`src/rtl/wave_ram_arbiter.sv`:
```
// wave_ram_arbiter: shares the single-port 512x8 wave sample RAM between the
// display reader (priority) and the capture writer (queued in a small FIFO).
// A starvation guard forces the queue head out after STARVE_LIMIT blocked cycles.
// Optional feature macro: WAVE_ARB_STATS_EN builds the saturating overrun counter;
// without it overrun_count is tied to zero and drops still happen.
module wave_ram_arbiter #(
  parameter int FIFO_DEPTH   = 4,
  parameter int STARVE_LIMIT = 8
) (
  input  logic       clk,
  input  logic       reset,
  input  logic       wr_en,
  input  logic [8:0] wr_addr,
  input  logic [7:0] wr_data,
  input  logic       rd_req,
  input  logic [7:0] rd_addr,
  input  logic       read_index,
  output logic       rd_grant,
  output logic       rd_valid,
  output logic [7:0] rd_data,
  output logic [8:0] ram_addr,
  output logic       ram_we,
  output logic [7:0] ram_wdata,
  input  logic [7:0] ram_rdata,
  output logic       fifo_full,
  output logic [7:0] overrun_count
);

  localparam int PTR_W = $clog2(FIFO_DEPTH);
  localparam int CNT_W = PTR_W + 1;

  typedef struct packed {
    logic [8:0] addr;
    logic [7:0] data;
  } wr_entry_t;

  // Arbitration situation, decoded each cycle from queue occupancy and starvation.
  typedef enum logic [1:0] {
    ARB_EMPTY,
    ARB_QUEUED,
    ARB_FORCED
  } arb_state_e;

  wr_entry_t        fifo_mem [FIFO_DEPTH];
  wr_entry_t        head;
  logic [PTR_W-1:0] head_ptr;
  logic [PTR_W-1:0] tail_ptr;
  logic [CNT_W-1:0] count;
  logic [7:0]       starve_cnt;
  arb_state_e       state;
  logic             pop;
  logic             push_ok;

  assign head      = fifo_mem[head_ptr];
  assign fifo_full = (count == CNT_W'(FIFO_DEPTH));
  // A full queue still accepts a push when the head leaves in the same cycle.
  assign push_ok   = wr_en && (!fifo_full || pop);
  assign rd_data   = ram_rdata;

  // Decode the arbitration situation from the registered queue state.
  always_comb begin
    state = ARB_EMPTY;
    if (count != '0) begin
      state = (starve_cnt >= 8'(STARVE_LIMIT)) ? ARB_FORCED : ARB_QUEUED;
    end
  end

  // Choose read, write or idle for this cycle and drive the RAM port.
  always_comb begin
    // NOTE: every output gets a default before the case so no latch is inferred.
    rd_grant  = 1'b0;
    pop       = 1'b0;
    ram_we    = 1'b0;
    ram_addr  = {read_index, rd_addr};
    ram_wdata = '0;
    if (reset) begin
      case (state)
        ARB_EMPTY:  rd_grant = rd_req;
        ARB_QUEUED: begin
          if (rd_req) rd_grant = 1'b1;
          else        pop      = 1'b1;
        end
        ARB_FORCED: pop = 1'b1;
        default:    pop = 1'b0;
      endcase
    end
    if (pop) begin
      // The queued bank bit is used as captured, independent of read_index.
      ram_we    = 1'b1;
      ram_addr  = head.addr;
      ram_wdata = head.data;
    end
    if (!reset) ram_addr = '0;
  end

  // Queue storage: written at the tail on every accepted push.
  always_ff @(posedge clk) begin
    // NOTE: storage is not reset; count and pointers alone decide which entries are live.
    if (push_ok) fifo_mem[tail_ptr] <= '{addr: wr_addr, data: wr_data};
  end

  // Queue pointers and occupancy; pointers wrap naturally at FIFO_DEPTH.
  always_ff @(posedge clk or negedge reset) begin
    if (!reset) begin
      head_ptr <= '0;
      tail_ptr <= '0;
      count    <= '0;
    end else begin
      // NOTE: non-blocking assignments keep every register update on the same edge snapshot.
      if (push_ok) tail_ptr <= tail_ptr + 1'b1;
      if (pop)     head_ptr <= head_ptr + 1'b1;
      count <= count + CNT_W'(push_ok) - CNT_W'(pop);
    end
  end

  // Starvation counter: counts cycles a queued write waits behind reads.
  always_ff @(posedge clk or negedge reset) begin
    if (!reset) begin
      starve_cnt <= '0;
    end else if (pop || state == ARB_EMPTY) begin
      starve_cnt <= '0;
    end else if (starve_cnt < 8'(STARVE_LIMIT)) begin
      starve_cnt <= starve_cnt + 8'd1;
    end
  end

  // Read data from the RAM is valid one cycle after the grant.
  always_ff @(posedge clk or negedge reset) begin
    if (!reset) rd_valid <= 1'b0;
    else        rd_valid <= rd_grant;
  end

`ifdef WAVE_ARB_STATS_EN
  logic overrun;
  assign overrun = wr_en && fifo_full && !pop;

  // Saturating count of pushes dropped because the queue was full.
  always_ff @(posedge clk or negedge reset) begin
    if (!reset)                              overrun_count <= '0;
    else if (overrun && overrun_count != 8'hFF) overrun_count <= overrun_count + 8'd1;
  end
`else
  assign overrun_count = '0;
`endif

endmodule

```
`config.mk`:
```
export PLATFORM = sky130hd
export DESIGN_NAME = wave_ram_arbiter
export DESIGN_NICKNAME = d
export VERILOG_FILES = /design/src/rtl/wave_ram_arbiter.sv
export SDC_FILE = /design/constraint.sdc
export NUM_CORES = 1
export LEC_CHECK = 0
export BUFFER_PORTS_ARGS = -buffer_cell sky130_fd_sc_hd__buf_4
export CAP_MARGIN = 20
export CORE_MARGIN = 10
export CORE_UTILIZATION = 57
export CTS_BUF_LIST = sky130_fd_sc_hd__clkbuf_2 sky130_fd_sc_hd__clkbuf_4 sky130_fd_sc_hd__clkbuf_8
export CTS_CLUSTER_SIZE = 16
export DETAILED_ROUTE_END_ITERATION = 10
export PLACE_DENSITY = 0.9
export REMOVE_ABC_BUFFERS = 1
export SYNTH_ARGS = -nofsm -noshare
export SYNTH_HDL_FRONTEND = slang
export SYNTH_SLANG_ARGS = --single-unit
```
`constraint.sdc`:
```
create_clock -name clk -period 3.1 [get_ports clk]
set_clock_uncertainty 0.15 [all_clocks]
set_input_delay 0.155 -clock clk [delete_from_list [all_inputs] [get_ports clk]]
set_output_delay 0.155 -clock clk [all_outputs]
set_load 0.01 [all_outputs]
```
---- After elaboration in Yosys (flattened, before gate mapping) ----
Memory sizes are Yosys's and may differ from the RTL's.
Index checks and enable logic that the tools add are counted.
storage, ports and cells
  register bits ........................... 16
  memory bits (writable) .................. 68
  bits of input ports ..................... 38
  output and inout port bits .............. 37
  word-level logic and storage cells ...... 39
  memories ................................ 1
cells by class
  $add $sub $neg .......................... 5
  $lt $le $gt $ge ......................... 2
  equal/unequal tests ..................... 3
  multiplexer cells ....................... 16
  reductions and logical operators ........ 7
memories
  memory    depth  bits a word  read ports  clocked after Yosys merged registers in  wr ports  line  RTL
  fifo_mem  4      17           1           0                                        1         44    wr_entry_t fifo_mem [FIFO_DEPTH];
operators by type and width
  cell                                                  count
  two-way mux 8 bit                                     3
  two-way mux 9 bit                                     2
  adder 8 x 1 -> 8 bit (second input constant)          1
  >= comparator 8 x 4 -> 1 bit (second input constant)  1
  < comparator 8 x 4 -> 1 bit (second input constant)   1
  two-way mux 1 bit                                     7
  adder 2 x 1 -> 2 bit (second input constant)          2
  two-way mux 2 bit                                     2
  case mux 1 bit (2 select lines)                       2
  adder 3 x 1 -> 3 bit                                  1
  equality test 3 bit (second input constant)           1
  nonzero test 3 bit                                    1
  subtractor 3 x 1 -> 3 bit                             1
  equality test 2 x 1 -> 1 bit (second input constant)  1
  equality test 2 bit (second input constant)           1
  zero test 2 bit                                       1
  logical OR 1 bit                                      2
  nonzero test 2 bit                                    1
  logical AND 1 bit                                     1
  zero test 1 bit                                       1

---- Depth between registers and ports, before layout ----
  depth in word-level cells ............... 10
  mapped depth ............................ 8

---- Worst setup path before layout ----
Ideal clock, no wire load.
  path kind ............................... flip-flop to flip-flop
  start ................................... reg starve_cnt[7]
  end ..................................... mem fifo_mem[0][0] in the netlist's numbering, enable pin
  library setup time ...................... 391 ps
  data arrival time ....................... 1808 ps
  slack ................................... 751 ps
  cell stages (with the launch flop) ...... 5
  clock period less this slack ............ 2349 ps
  cells stage by stage .................... dfrtp_1 > or4_4 > buf_6 > o21ai_0 > a21oi_1
between the ends
  cells in the longest elaborated chain, start to end .. 10
  elaborated cells between the ends (all ways) .. 11
  those cells by class .................... 1 x order compare; 2 x eq/ne; 6 x mux; 2 x reduce/logical
ends and longest elaborated chain
  item                                                                 line  RTL
  from (decl)                                                          49    logic [7:0] starve_cnt;
  from (signal assigned)                                               123   starve_cnt <= starve_cnt + 8'd1;
  >= comparator 8 x 4 -> 1 bit *                                       64    state = (starve_cnt >= 8'(STARVE_LIMIT)) ? ARB_FORCED : ARB_QUEUED;
  two-way mux 2 bit *                                                  64
  two-way mux 2 bit *                                                  63    if (count != '0) begin
  equality test 2 bit or equality test 2 x 1 -> 1 bit (tied branches)  77    case (state)
  case mux 1 bit (2 select lines) *                                    77
  two-way mux 1 bit *                                                  76    if (reset) begin
  logical OR 1 bit *                                                   57    assign push_ok = wr_en && (!fifo_full || pop);
  logical AND 1 bit *                                                  57
  two-way mux 1 bit *                                                  99    if (push_ok) fifo_mem[tail_ptr] <= '{addr: wr_addr, data: wr_data};
  two-way mux 1 bit (implied by the code) *                            99
  to (decl)                                                            44
Every way passes the cells marked *; elsewhere a longest branch is shown, timed or not.

---- Final worst setup path ----
  start ................................... in reset
  end ..................................... reg count[2]
between the ends
  cells in the longest elaborated chain, start to end .. 5
ends and longest elaborated chain
  item                         line  RTL
  from (decl)                  11    input logic reset,
  two-way mux 1 bit *          76
  logical OR 1 bit             57
  logical AND 1 bit            57
  adder 3 x 1 -> 3 bit         112   count <= count + CNT_W'(push_ok) - CNT_W'(pop);
  subtractor 3 x 1 -> 3 bit *  112
  to (signal assigned)         112
  to (decl)                    48    logic [CNT_W-1:0] count;
Marked as above.
A chain may end at the register's enable or synchronous reset.

==> flow_summary.rst <==
.. list-table::
   :header-rows: 1

   * - Metric
     - Value
   * - Clock edge transition at the registers on the reported setup and hold paths
     - 0.08 ns
   * - Antenna-violating nets left
     - 0
   * - Synthesized-area fraction occupied by xor and xnor cells
     - 1.119%
   * - I/O pin cnt
     - 75
   * - Resized Gates After CTS
     - 0
   * - Worst-case clock buffer depth
     - 2
   * - Final TNS setup
     - 0 ns
   * - Ys Warns
     - 0
   * - Half-perimeter wire length after placement
     - 5.956 mm
   * - DRT iter0 DRCs
     - 222
   * - Die Ht
     - 102.9 microns
   * - Gate count after technology mapping
     - 269
   * - Endpoint of the most critical register-to-register path
     - count[2]
   * - Leakage component of the power
     - 1.794 nW
   * - Data required time at the worst endpoint
     - 3.24 ns
   * - Top cells by area in the synthesized netlist
     - sky130_fd_sc_hd__edfxtp_1 (52%), sky130_fd_sc_hd__dfrtp_1 (10%), sky130_fd_sc_hd__mux4_2 (9.8%)
   * - Total global routing track utilization
     - 19.07%
   * - Total detailed-routing wirelength
     - 9.339 mm
   * - Outcome
     - complete, no violations
   * - Die ar.
     - 0.01058 sq mm
   * - Insertion delay of the later-clocked pin in the worst-skew pair
     - 0.36 ns
   * - Sequential area share after synthesis
     - 62.38%
   * - Worst Path Arrival
     - 2.70 ns
   * - Final net count
     - 382
   * - Largest family of logic cells by synthesized area
     - simple AND/OR/NAND/NOR gates
   * - Critical register-to-register path startpoint
     - starve_cnt[3]
   * - Via count of the first global-routing pass
     - 2,816
   * - Multiplexer share of the synthesized area
     - 10.58%
   * - Count of different cell masters after synthesis
     - 36
   * - Mapped cell area
     - 0.003915 sq mm
   * - Setup slack of the most critical reg-to-reg path
     - 0.64 ns
   * - Worst Reg2Reg Path Length in Cells
     - 7
   * - Synthesis-to-finish area growth
     - 21.83%
   * - TritonCTS clock tree
     - built
   * - Ratio of total power to cell area
     - 801.2 mW/mm^2
   * - Clk sinks
     - 84
   * - Via/cell ratio
     - 6.264
   * - Post-cts hold buffer count
     - 20
   * - Last weighted congestion value of the routability-driven placer
     - 0.7909
   * - Post-placement cell count
     - 384
   * - Number of vias after detailed routing
     - 2,637
   * - Global-route wire length before repair
     - 15.05 mm
   * - Fraction of layout instances using a drive strength above 1
     - 30.79%
   * - Final instance count without filler cells
     - 421
   * - Slack of the critical path
     - 0.5410 ns
   * - Buffers inserted during post-CTS setup optimization
     - 0
   * - Critical Path Source Type
     - input port
   * - Async SR Flop Fraction
     - 19.05%
   * - Antenna diode count
     - 0
   * - Maximum fanout along the worst path
     - 23
   * - Post-Place Worst Slack
     - 0.5968 ns
   * - Count of endpoints failing setup in the final report
     - 0
   * - Number of pins exceeding their max-slew limit in the final report
     - 0
   * - Hold Vio Cnt, Final
     - 0
   * - Number of buffers inserted during clock tree synthesis
     - 9
   * - Most frequently used cell type in the post-synthesis netlist
     - sky130_fd_sc_hd__edfxtp_1
   * - Share of the clock period used by the worst path
     - 82.55%
   * - Die boundary width
     - 102.9 microns
   * - Crit end category
     - flip-flop
   * - Transition at the pin with the smallest max-transition slack
     - 0.8515 ns
   * - PortBufs
     - 50
   * - Flip-flop cell with the highest count after synthesis
     - sky130_fd_sc_hd__edfxtp_1
   * - Minimum clock period after layout
     - 2.559 ns
   * - Initial DRT Pass Iterations
     - 4
   * - Initial core utilization
     - 58.27%
   * - Count of flip-flops with a built-in enable after synthesis
     - 68
   * - Headroom to the max-slew limit
     - 43.23%
   * - Top cell types by occurrence after synthesis
     - sky130_fd_sc_hd__edfxtp_1 (68), sky130_fd_sc_hd__nand3_1 (20), sky130_fd_sc_hd__mux4_2 (17)
   * - Register bit count reported by yosys
     - 84
   * - Site row count
     - 30
   * - Mean post-synth cell area
     - 14.55 sq um
   * - Number of antenna violations at the first check in global routing
     - 0
   * - Number of levels the H-tree was split into
     - 3
   * - Most area-hungry cell type in the Yosys netlist
     - sky130_fd_sc_hd__edfxtp_1
   * - Wire length per cell after detailed routing
     - 22.18 microns
   * - Max-cap violation count
     - 0
   * - Achievable clock frequency
     - 390.8 MHz
   * - Clock root buffer
     - sky130_fd_sc_hd__clkbuf_8
   * - Count of unresolved DRC violations after routing
     - 0
   * - Total congestion overflow
     - 0
   * - Post-synthesis compound-gate area fraction
     - 6.424%
   * - Proportion of netlist area held by the largest area contributor
     - 52.16%
   * - Maximum number of pins on one net before global-route repair
     - 26
   * - Min Hold Slack
     - 0.04961 ns
   * - Simple-Gate Fraction of Synth Area
     - 10.67%
   * - Hold/Removal Path Class
     - in -> async
   * - Arithmetic-cell share of the synthesized area counting full adders, half adders and majority gates
     - 2.748%
   * - Peak supply drop
     - 0.0005252 V
   * - Classification of the worst setup path
     - in -> reg
   * - Total core area
     - 0.006719 sq mm
   * - Unrepaired setup endpoints after global routing
     - no
[registers in the layout, indices dropped and copies added (netlist names)]
signal / flops
count: 3
starve_cnt: 8
rd_valid: 1
tail_ptr: 2
fifo_mem: 68
head_ptr: 2
[layer usage]
| metal | up-vias | global-route usage (%) | share of wire, % |
|---|---|---|---|
| li1 | 1152 | - | - |
| met1 | 1306 | 21.09 | 36 |
| met2 | 142 | 32.29 | 52 |
| met3 | 37 | 6.233 | 8.0 |
| met4 | 0 | 9.733 | 4.0 |
| met5 | - | 0 | 0 |
[where the power goes]
group | internal (mW) | switching (mW) | leakage, nW | total [mW]
logic | 0.639 | 0.632 | 0.860 | 1.27
registers | 1.49 | 0.197 | 0.826 | 1.69
clock network | 0.458 | 0.407 | 0.108 | 0.864
total | 2.59 | 1.24 | 1.79 | 3.82
[through the flow]
stage | instance area, sq um | util (%) | power (mW)
finish | 4770 | 70.99 | 3.821
floorplan | 3741 | - | 2.431
CTS | 4755 | 70.76 | 3.806
global route | 4770 | 70.99 | 4.035
detailed placement | 4333 | 64.49 | 2.933
global placement | 4333 | 64.49 | 2.858
[worst max-delay path: stages]
cell	delay [ns]
sky130_fd_sc_hd__dlygate4sd3_1	0.53
sky130_fd_sc_hd__buf_4	0.26
sky130_fd_sc_hd__o31a_1	0.46
sky130_fd_sc_hd__o21ai_0	0.22
sky130_fd_sc_hd__or2_2	0.33
sky130_fd_sc_hd__fa_1	0.42
sky130_fd_sc_hd__xnor2_1	0.19
sky130_fd_sc_hd__xnor2_1	0.14
[area by class of cell]
type                       instances  area (sq um)
inverter                           9         33.78
tap                               80         100.1
clock inverter                     7         97.59
fill                             402          1949
sequential                        84          2442
clock buffer                       9         123.9
timing repair buffer              83         680.7
multi-input combinational        149          1291
[worst max-delay path by stage]
stage,cells past startpoint,to,slack (ns),start
final,8,count[2],0.54,reset
after global routing,8,count[2],0.40,reset
after CTS,8,count[2],0.55,reset
after detailed placement,3,fifo_mem[2][5],0.60,starve_cnt[3]
after global placement,3,fifo_mem[2][6],0.69,starve_cnt[3]
after floorplan,7,count[2],0.04,starve_cnt[7]
[logic make-up after synthesis]
kind of cell | count (synthesis)
DFF | 84
and+or+nand+nor | 72
buffers and inverters | 43
AOI/OAI and AO/OA | 36
muxes | 20
adders and majority gates | 8
xor gates and xnor gates | 5
other | 1
[cells in the final DEF (no fill, tap or decap), types with 2 or more instances in the layout]
cell | Yosys | routed
sky130_fd_sc_hd__nand4_1 | 12 | 12
sky130_fd_sc_hd__or3_1 | 3 | 3
sky130_fd_sc_hd__a21oi_1 | 7 | 3
sky130_fd_sc_hd__nor3_1 | 3 | 2
sky130_fd_sc_hd__edfxtp_1 | 68 | 68
sky130_fd_sc_hd__a21oi_2 | 0 | 4
sky130_fd_sc_hd__nand2b_1 | 6 | 6
sky130_fd_sc_hd__dfrtp_1 | 16 | 16
sky130_fd_sc_hd__a211oi_1 | 4 | 4
sky130_fd_sc_hd__bufinv_16 | 0 | 2
sky130_fd_sc_hd__inv_6 | 0 | 2
sky130_fd_sc_hd__buf_4 | 16 | 62
sky130_fd_sc_hd__nor2b_1 | 11 | 11
sky130_fd_sc_hd__nand3_1 | 20 | 20
sky130_fd_sc_hd__mux4_2 | 17 | 17
sky130_fd_sc_hd__clkbuf_8 | 0 | 9
sky130_fd_sc_hd__dlygate4sd3_1 | 0 | 20
sky130_fd_sc_hd__o211ai_1 | 12 | 12
sky130_fd_sc_hd__o2111ai_1 | 5 | 5
sky130_fd_sc_hd__o21ai_0 | 5 | 5
sky130_fd_sc_hd__and3_1 | 2 | 2
sky130_fd_sc_hd__mux2i_1 | 2 | 2
sky130_fd_sc_hd__or4_1 | 2 | 2
sky130_fd_sc_hd__xnor2_1 | 5 | 5
sky130_fd_sc_hd__conb_1 | 1 | 8
sky130_fd_sc_hd__nand2_1 | 8 | 8
sky130_fd_sc_hd__ha_1 | 7 | 7
sky130_fd_sc_hd__inv_1 | 9 | 9
Power figures use the tool's default switching activity.
